`src/rtl/crypt_pkg.sv`:
```
// crypt_pkg: shared state encoding and default sizes for the stream cipher blocks
package crypt_pkg;
    localparam int N_DEF = 7;
    localparam int KS_TIMEOUT_DEF = 1023;
    typedef enum logic [1:0] {IDLE, LOAD, WAIT_INIT, STREAM} state_e;
endpackage

```
`src/rtl/enc_out_fifo.sv`:
```
// enc_out_fifo: 2-entry in-order ciphertext buffer; push while full is only legal alongside a pop
module enc_out_fifo #(
    parameter int N = 7
) (
    input  logic         clk,
    input  logic         rst,
    input  logic         push_i,
    input  logic         pop_i,
    input  logic [N-1:0] data_i,
    output logic         full_o,
    output logic         empty_o,
    output logic [N-1:0] data_o
);
    logic [N-1:0] mem_q [2];
    logic         wr_q, rd_q;
    logic [1:0]   cnt_q, cnt_d;
    always_comb cnt_d = cnt_q + 2'(push_i) - 2'(pop_i);
    always_ff @(posedge clk) begin
        if (rst) begin
            mem_q <= '{default: '0};
            wr_q  <= 1'b0;
            rd_q  <= 1'b0;
            cnt_q <= '0;
        end else begin
            if (push_i) mem_q[wr_q] <= data_i;
            wr_q  <= wr_q ^ push_i;
            rd_q  <= rd_q ^ pop_i;
            cnt_q <= cnt_d;
        end
    end
    assign full_o  = cnt_q == 2'd2;
    assign empty_o = cnt_q == 2'd0;
    assign data_o  = mem_q[rd_q];
endmodule

```
`src/rtl/encrypt_stream.sv`:
```
// encrypt_stream: XORs plaintext with rc4 keystream and owns generator start-up.
// Optional ENCRYPT_STREAM_CNT_EN adds a 16-bit accepted-character counter.
module encrypt_stream
    import crypt_pkg::*;
#(
    parameter int N          = N_DEF,
    parameter int KS_TIMEOUT = KS_TIMEOUT_DEF
) (
    input  logic         clk,
    input  logic         rst,
    input  logic         start,
    input  logic [N-1:0] password,
    output logic         ks_load,
    output logic [N-1:0] ks_password,
    input  logic         ks_init_done,
    input  logic         ks_valid,
    input  logic [N-1:0] ks_data,
    output logic         ks_pop,
    input  logic         in_valid,
    input  logic [N-1:0] in_data,
    output logic         in_ready,
    output logic         out_valid,
    output logic [N-1:0] out_data,
    input  logic         out_ready,
    output logic         busy,
    output logic         error
`ifdef ENCRYPT_STREAM_CNT_EN
    ,
    output logic [15:0]  char_count
`endif
);
    localparam int CW = $clog2(KS_TIMEOUT + 1);
    state_e        state_q;
    logic [CW-1:0] tmo_q;
    logic          ks_load_q, error_q;
    logic [N-1:0]  pwd_q;
    logic          full, empty, pop, accept, rekey;
    assign pop      = out_valid & out_ready;
    assign in_ready = (state_q == STREAM) & ks_valid & (~full | pop);
    assign accept   = in_valid & in_ready;
    assign rekey    = start & (state_q != LOAD);
    assign ks_pop   = accept;
    assign out_valid = ~empty;
    assign ks_load  = ks_load_q;
    assign ks_password = pwd_q;
    assign error    = error_q;
    assign busy     = state_q != IDLE;
    enc_out_fifo #(.N(N)) u_fifo (
        .clk     (clk),
        .rst     (rst),
        .push_i  (accept),
        .pop_i   (pop),
        .data_i  (in_data ^ ks_data),
        .full_o  (full),
        .empty_o (empty),
        .data_o  (out_data)
    );
    always_ff @(posedge clk) begin
        if (rst) begin
            state_q   <= IDLE;
            tmo_q     <= '0;
            ks_load_q <= 1'b0;
            error_q   <= 1'b0;
            pwd_q     <= '0;
        end else begin
            ks_load_q <= 1'b0;
            if (rekey) begin
                pwd_q     <= password;
                error_q   <= 1'b0;
                ks_load_q <= 1'b1;
                state_q   <= LOAD;
            end else begin
                case (state_q)
                    LOAD: begin
                        tmo_q   <= '0;
                        state_q <= WAIT_INIT;
                    end
                    // init_done outranks a timeout landing on the same cycle
                    WAIT_INIT: begin
                        if (ks_init_done) state_q <= STREAM;
                        else if (tmo_q == CW'(KS_TIMEOUT - 1)) begin
                            error_q <= 1'b1;
                            state_q <= IDLE;
                        end else tmo_q <= tmo_q + 1'b1;
                    end
                    default: ;
                endcase
            end
        end
    end
`ifdef ENCRYPT_STREAM_CNT_EN
    logic [15:0] cnt_q;
    always_ff @(posedge clk) begin
        if (rst || rekey) cnt_q <= '0;
        else if (accept) cnt_q <= cnt_q + 16'd1;
    end
    assign char_count = cnt_q;
`endif
endmodule
```
`config.mk`:
```
export PLATFORM = sky130hd
export DESIGN_NAME = encrypt_stream
export DESIGN_NICKNAME = d
export VERILOG_FILES = /design/src/rtl/crypt_pkg.sv /design/src/rtl/enc_out_fifo.sv /design/src/rtl/encrypt_stream.sv
export SDC_FILE = /design/constraint.sdc
export NUM_CORES = 1
export LEC_CHECK = 0
export CORE_ASPECT_RATIO = 1.75
export CORE_MARGIN = 3
export CORE_UTILIZATION = 48
export DETAILED_ROUTE_END_ITERATION = 6
export PLACE_DENSITY = 0.86
export SYNTH_ARGS = -nofsm -noshare
export SYNTH_HDL_FRONTEND = slang
export SYNTH_SLANG_ARGS = --single-unit
```
`constraint.sdc`:
```
create_clock -name clk -period 2.4 [get_ports clk]
set_input_delay 0.72 -clock clk [delete_from_list [all_inputs] [get_ports clk]]
set_output_delay 0.72 -clock clk [all_outputs]
set_load 0.02 [all_outputs]
```
==> reports/metrics.yaml, run 1 <==
status: "complete, no violations"
timing.final.hold_violations: 0
yosys_most_used_dff: "dfxtp_1"
fmaxAchievable_ghz: 0.421
relSlewSlack: 0.629
ys_ff_latch: 39
tightest_slew_ps: 554
core_mm2: 0.00366
synth_xor_area_frac: 0.0475
nets: 289
synthSimpleGateAreaFrac: 0.221
grt_max_degree: 40
finalCritPeriodShare: 0.989
yosysTopAreaCell: "dfxtp_1"
synth.net_count: 231
cts_sinks: 39
netlist_area_mm2: 0.00184
p_per_area_mw_per_mm2: 612
synth_cell_type_count: 43
cts.clk_slew.worst_paths_ps: 70
irDropWorstVdd_mv: 0.477
num_io_pins: 48
synthMuxAreaShare: 0.108
clk_latency_ps: 290
layout-drive-gt1-share: 0.174
synth_fa_ha_area_frac: 0.0272
wirelength_um: 4240
crit_required_ps: 1680
antenna_cells: 0
area_growth_pct: 39.7
clk_path_buf_depth: 2
synth_cells: 199
synth_seq_area_share: 0.424
ant_nets: 0
finalWeightedCongestion: 0.808
postSynthAreaPerCell_um2: 9.26
die_w_um: 52.8
first_iter_violations: 44
start_kind: "input pin"
worstSetupPathType: "in2out"
maxCapViolations: 0
drv_slew: 0
synth_compound_area_frac: 0.128
skew_ps: 4.50
crit_arrival_ps: 1650
wl_per_cell_um: 14.0
power_leakage_nw: 0.985
async_reset_ff_frac: 0
hold_depth: 2
yosysMostFrequentCell: "dfxtp_1"
setup_tns_ps: 0
h-tree-depth: 2
die_area_mm2: 0.00465
yosysWarnings: 0
cts_hold_buf: 0
grt_pass1_wl_um: 7170
firstDrtPassIters: 4
fin_crit_ps: 2370
fp.dieH_um: 88.0
dp_hpwl_um: 3030
first_global_vias: 1679
cts_tree: "built"
ys_top_cells_by_area: "dfxtp_1 (42%), mux2i_1 (6.5%), a21oi_1 (4.9%)"
antenna_found_initial: 0
power_mw: 1.58
reg2regPathDepth: 7
vias: 1676
rows: 29
dp_cells: 294
cts_buffers: 5
viasPerCell: 5.51
numPortBuffers: 47
clockRootBuffer: "clkbuf_8"
hp-class: "reg2reg"
endpoint_kind: "primary output"
postLayoutCellArea_mm2: 0.00257
synth_common_cells: "dfxtp_1 (39), a21oi_1 (18), nor2_1 (16)"
dpl-instance-area_mm2: 0.00242
overflow: 0
grtUsageTotal: 0.203
route.detailed.drc: 0
synth_edf_count: 0
synth_top_family_by_area: "simple AND/OR/NAND/NOR gates"
layoutNonFillerInstCount: 304
synth_top_area_frac: 0.424
rsz0062_at_grt: "false"
worstPathMaxFanout: 3
holdWs_ps: 458
initial_utilization: 0.503
setup_violations: 0
-- flip-flops by register name, indices dropped and copies added (netlist names) --
signal	count
u_fifo.cnt_q	2
error	1
ks_load	1
u_fifo.rd_q	1
ks_password	7
tmo_q	10
u_fifo.wr_q	1
u_fifo.mem_q	14
state_q	2
-- metrics by stage --
step	setup slack, ps	util
detailed placement	-636	0.660
global placement	-605	0.660
global route	18.1	0.703
floorplan	163	-
CTS	4.85	0.700
finish	25.9	0.703
-- report_power, final --
group          switching (mW)  internal, mW
Combinational           0.143         0.175
Clock                   0.232         0.309
Sequential             0.0362         0.680
Total                   0.410          1.17
-- path summary, 6_finish.rpt --
| path | from | end | slack, ps |
|---|---|---|---|
| worst min register to register | ks_password[5]$_SDFFE_PP0P_ | ks_password[5]$_SDFFE_PP0P_ | 460 |
| worst min-delay path | ks_password[5]$_SDFFE_PP0P_ | ks_password[5]$_SDFFE_PP0P_ | 460 |
| worst max-delay path | out_ready | in_ready | 30 |
| worst max register to register | tmo_q[0]$_SDFFE_PP0P_ | tmo_q[3]$_SDFFE_PP0P_ | 560 |
-- what timing repair did --
action                                  in CTS  in global routing
buffers inserted                             2                  0
pin swaps                                    2                  0
endpoints found under the setup margin       9                  1
resized for setup                           19                  3
cloned                                       0                  0
-- per-layer routing --
layer,up-vias,GRT usage,share of wire
met3,10,0.0562,0.062
li1,825,-,-
met5,-,0,0
met1,791,0.208,0.37
met4,0,0.0860,0.023
met2,50,0.372,0.55
-- cells by family (layout without fill, tap and decap cells) --
logic type,count (synthesis),after routing
simple gates,73,73
flops,39,39
compound gates,37,37
mux,19,19
buf+inv,17,76
xor+xnor,10,10
fa+ha+maj,4,4
-- worst max-delay path, cell delays in order --
cell and delay, ps:
dlygate4sd2_1 240, or3b_4 420, and2_4 150, buf_6 120
-- cell usage in the layout (no fill, tap or decap), types with 3 or more instances in the layout --
cell type,count
ha_1,4
a311oi_1,3
mux2i_1,12
mux2_2,7
nand3_1,14
nand2_1,14
nand2b_1,3
dfxtp_1,38
clkdlybuf4s50_1,43
or3_1,5
nor2_1,16
xnor2_1,3
o211ai_1,3
o21ai_0,3
buf_4,13
xor2_1,7
clkbuf_8,5
a21oi_1,18
inv_1,6
-- cell type report --
cell class	instances	area [um2]
Tap cell	46	57.6
Clock buffer	5	68.8
Multi-Input combinational cell	143	1000
Sequential cell	39	785
Inverter	7	26.3
Clock inverter	3	43.8
Fill cell	278	1090
Timing Repair Buffer	61	592
No activity file was read; power rests on OpenSTA's default activity.
==> run 2: changes to the inputs <==
CORE_MARGIN = 4   (was 3)
CTS_CLUSTER_DIAMETER = 40   (was not set)
==> reports/metrics.yaml, run 2 (synthesis gave the netlist of run 1 again) <==
status: "complete, no violations"
worstSetupPathType: "in2out"
numPortBuffers: 47  # unchanged
final_common_cell: "clkdlybuf4s50_1"
clockRootBuffer: "clkbuf_8"
hold_path_end: "ks_password[2]$_SDFFE_PP0P_"
hp-class: "reg2reg"
setup_violations: 0  # unchanged
fp.dieH_um: 90.0  # +2.3%
tightest_slew_ps: 544  # -10.0 ps
layoutNonFillerInstCount: 303  # -0.33%
timing.final.hold_violations: 0  # unchanged
postLayoutCellArea_mm2: 0.00253  # -1.7%
finalWeightedCongestion: 0.812  # +0.58%
crit_chain: "clkdlybuf4s50_1, and3_4, nand3_2, inv_2, buf_6"
rr_startpoint: "tmo_q[1]$_SDFFE_PP0P_"
layout_common_cells: "clkdlybuf4s50_1 (44), dfxtp_1 (38), a21oi_1 (18), nor2_1 (16)"
cts_setup_buffers: 0  # -2
reg2regPathDepth: 6  # -1
dp_cells: 295  # +0.34%
grt_max_degree: 40  # unchanged
h-tree-depth: 2  # unchanged
drv_slew: 0  # unchanged
firstDrtPassIters: 4  # unchanged
slowest_delay_ps: 460  # +40 ps
cts_hold_buf: 0  # unchanged
setup_tns_ps: 0  # unchanged
nets: 288  # -0.35%
largest_reg_flops: 14  # unchanged
cts_sinks: 39  # unchanged
antenna_found_initial: 0  # unchanged
maxCapViolations: 0  # unchanged
regMostFlops: "u_fifo.mem_q"
vias: 1635  # -2.4%
crit_required_ps: 1680  # about the same
grtUsageTotal: 0.179  # -0.0241
fin_util: 0.691  # -0.0116
core_mm2: 0.00366  # unchanged
fmaxAchievable_ghz: 0.421  # about the same
holdCritStartpoint: "ks_password[2]$_SDFFE_PP0P_"
irDropWorstVdd_mv: 0.605  # +27%
relSlewSlack: 0.635  # +0.00672
overflow: 0  # unchanged
rows: 29  # unchanged
antenna_cells: 0  # unchanged
viasPerCell: 5.40  # -2.1%
rsz0062_at_grt: "true"
hold_depth: 2  # unchanged
ant_nets: 0  # unchanged
first_global_vias: 1560  # -7.1%
initial_utilization: 0.503  # unchanged
wl_per_cell_um: 13.6  # -2.9%
wirelength_um: 4110  # -3.2%
slowest_stage: "clkdlybuf4s50_1"
fillCellCount: 288  # +3.6%
clk_latency_ps: 290  # about the same
dpl-instance-area_mm2: 0.00241  # -0.21%
path_buf_inv: 3  # +1
finalCritPeriodShare: 0.989  # about the same
r2r_slack_ps: 510  # -50 ps
area_growth_pct: 37.4
rr_endpoint: "tmo_q[3]$_SDFFE_PP0P_"
p_per_area_mw_per_mm2: 599  # -2.2%
route.detailed.drc: 0  # unchanged
start_kind: "input pin"
grt_pass1_wl_um: 6670  # -7.0%
die_w_um: 54.8  # +3.8%
cts_tree: "built"
layout-drive-gt1-share: 0.171  # -0.00321
clk_path_buf_depth: 2  # unchanged
skew_ps: 3.94  # -0.565 ps
crit_arrival_ps: 1650  # about the same
dp_hpwl_um: 2940  # -3.1%
cts_buffers: 5  # unchanged
endpoint_kind: "primary output"
num_io_pins: 48  # unchanged
fin_crit_ps: 2370  # +0.233 ps
power_leakage_nw: 0.957  # -2.8%
cts.clk_slew.worst_paths_ps: 70  # about the same
path_delay_family: "buffers and inverters"
first_iter_violations: 27  # -39%
worstPathMaxFanout: 3  # unchanged
die_area_mm2: 0.00493  # +6.1%
==> run 2: area by class of cell <==
| cell class | count | area [um2] | area share |
|---|---|---|---|
| tap | 46 | 57.6 | 0.0227 |
| clock inverter | 1 | 7.51 | 0.00296 |
| inverter | 7 | 26.3 | 0.0104 |
| multi-input combinational | 143 | 995 | 0.393 |
| clock buffer | 7 | 96.3 | 0.0380 |
| timing repair buffer | 60 | 566 | 0.223 |
| sequential | 39 | 785 | 0.310 |
==> run 2: through the flow <==
stage               hold WS [ps]  setup slack, ps  total power [mW]
floorplan                    456              163             0.901
detailed placement           448             -643              1.03
CTS                          459             7.44              1.53
global route                 478            -1.71              1.59
global placement             443             -609              1.03
finish                       454             25.7              1.52
==> run 2: worst min-delay path: stages (launching register included) <==
cell and delay, ps:
dfxtp_1 310, nand2_1 50, a21oi_1 50
==> run 2: repair_timing <==
action                     4_1_cts  5_1_grt
hold endpoints to repair         0        0
resized for setup               16        3
pin swaps                        1        1
setup endpoints to repair        9        2
==> run 2: power breakdown <==
group / switching, mW / total, mW / internal (mW)
Sequential: 0.0343 / 0.715 / 0.680
Combinational: 0.138 / 0.309 / 0.171
Clock: 0.231 / 0.492 / 0.261
Total: 0.403 / 1.52 / 1.11
==> run 2: how the worst max path moves through the flow <==
| stage | start | endpoint | depth (start not counted) |
|---|---|---|---|
| floorplan | out_ready | u_fifo.mem_q[10]$_SDFFE_PP0P_ | 7 |
| global placement | out_ready | ks_pop | 5 |
| detailed placement | out_ready | ks_pop | 5 |
| CTS | ks_valid | ks_pop | 5 |
| global route | ks_valid | ks_pop | 5 |
| finish | ks_valid | ks_pop | 5 |
==> run 2: per-layer routing <==
| metal | GRT usage | up-vias | wire length (um) |
|---|---|---|---|
| li1 | - | 822 | - |
| met1 | 0.183 | 753 | 1660 |
| met2 | 0.306 | 48 | 2090 |
| met3 | 0.0430 | 12 | 231 |
| met4 | 0.104 | 0 | 125 |
| met5 | 0 | - | 0 |
==> run 3: changes to the inputs <==
SLEW_MARGIN = 20   (was not set)
==> results of run 3 <==
Final layout, timing and power as in run 2 (identical DEF).
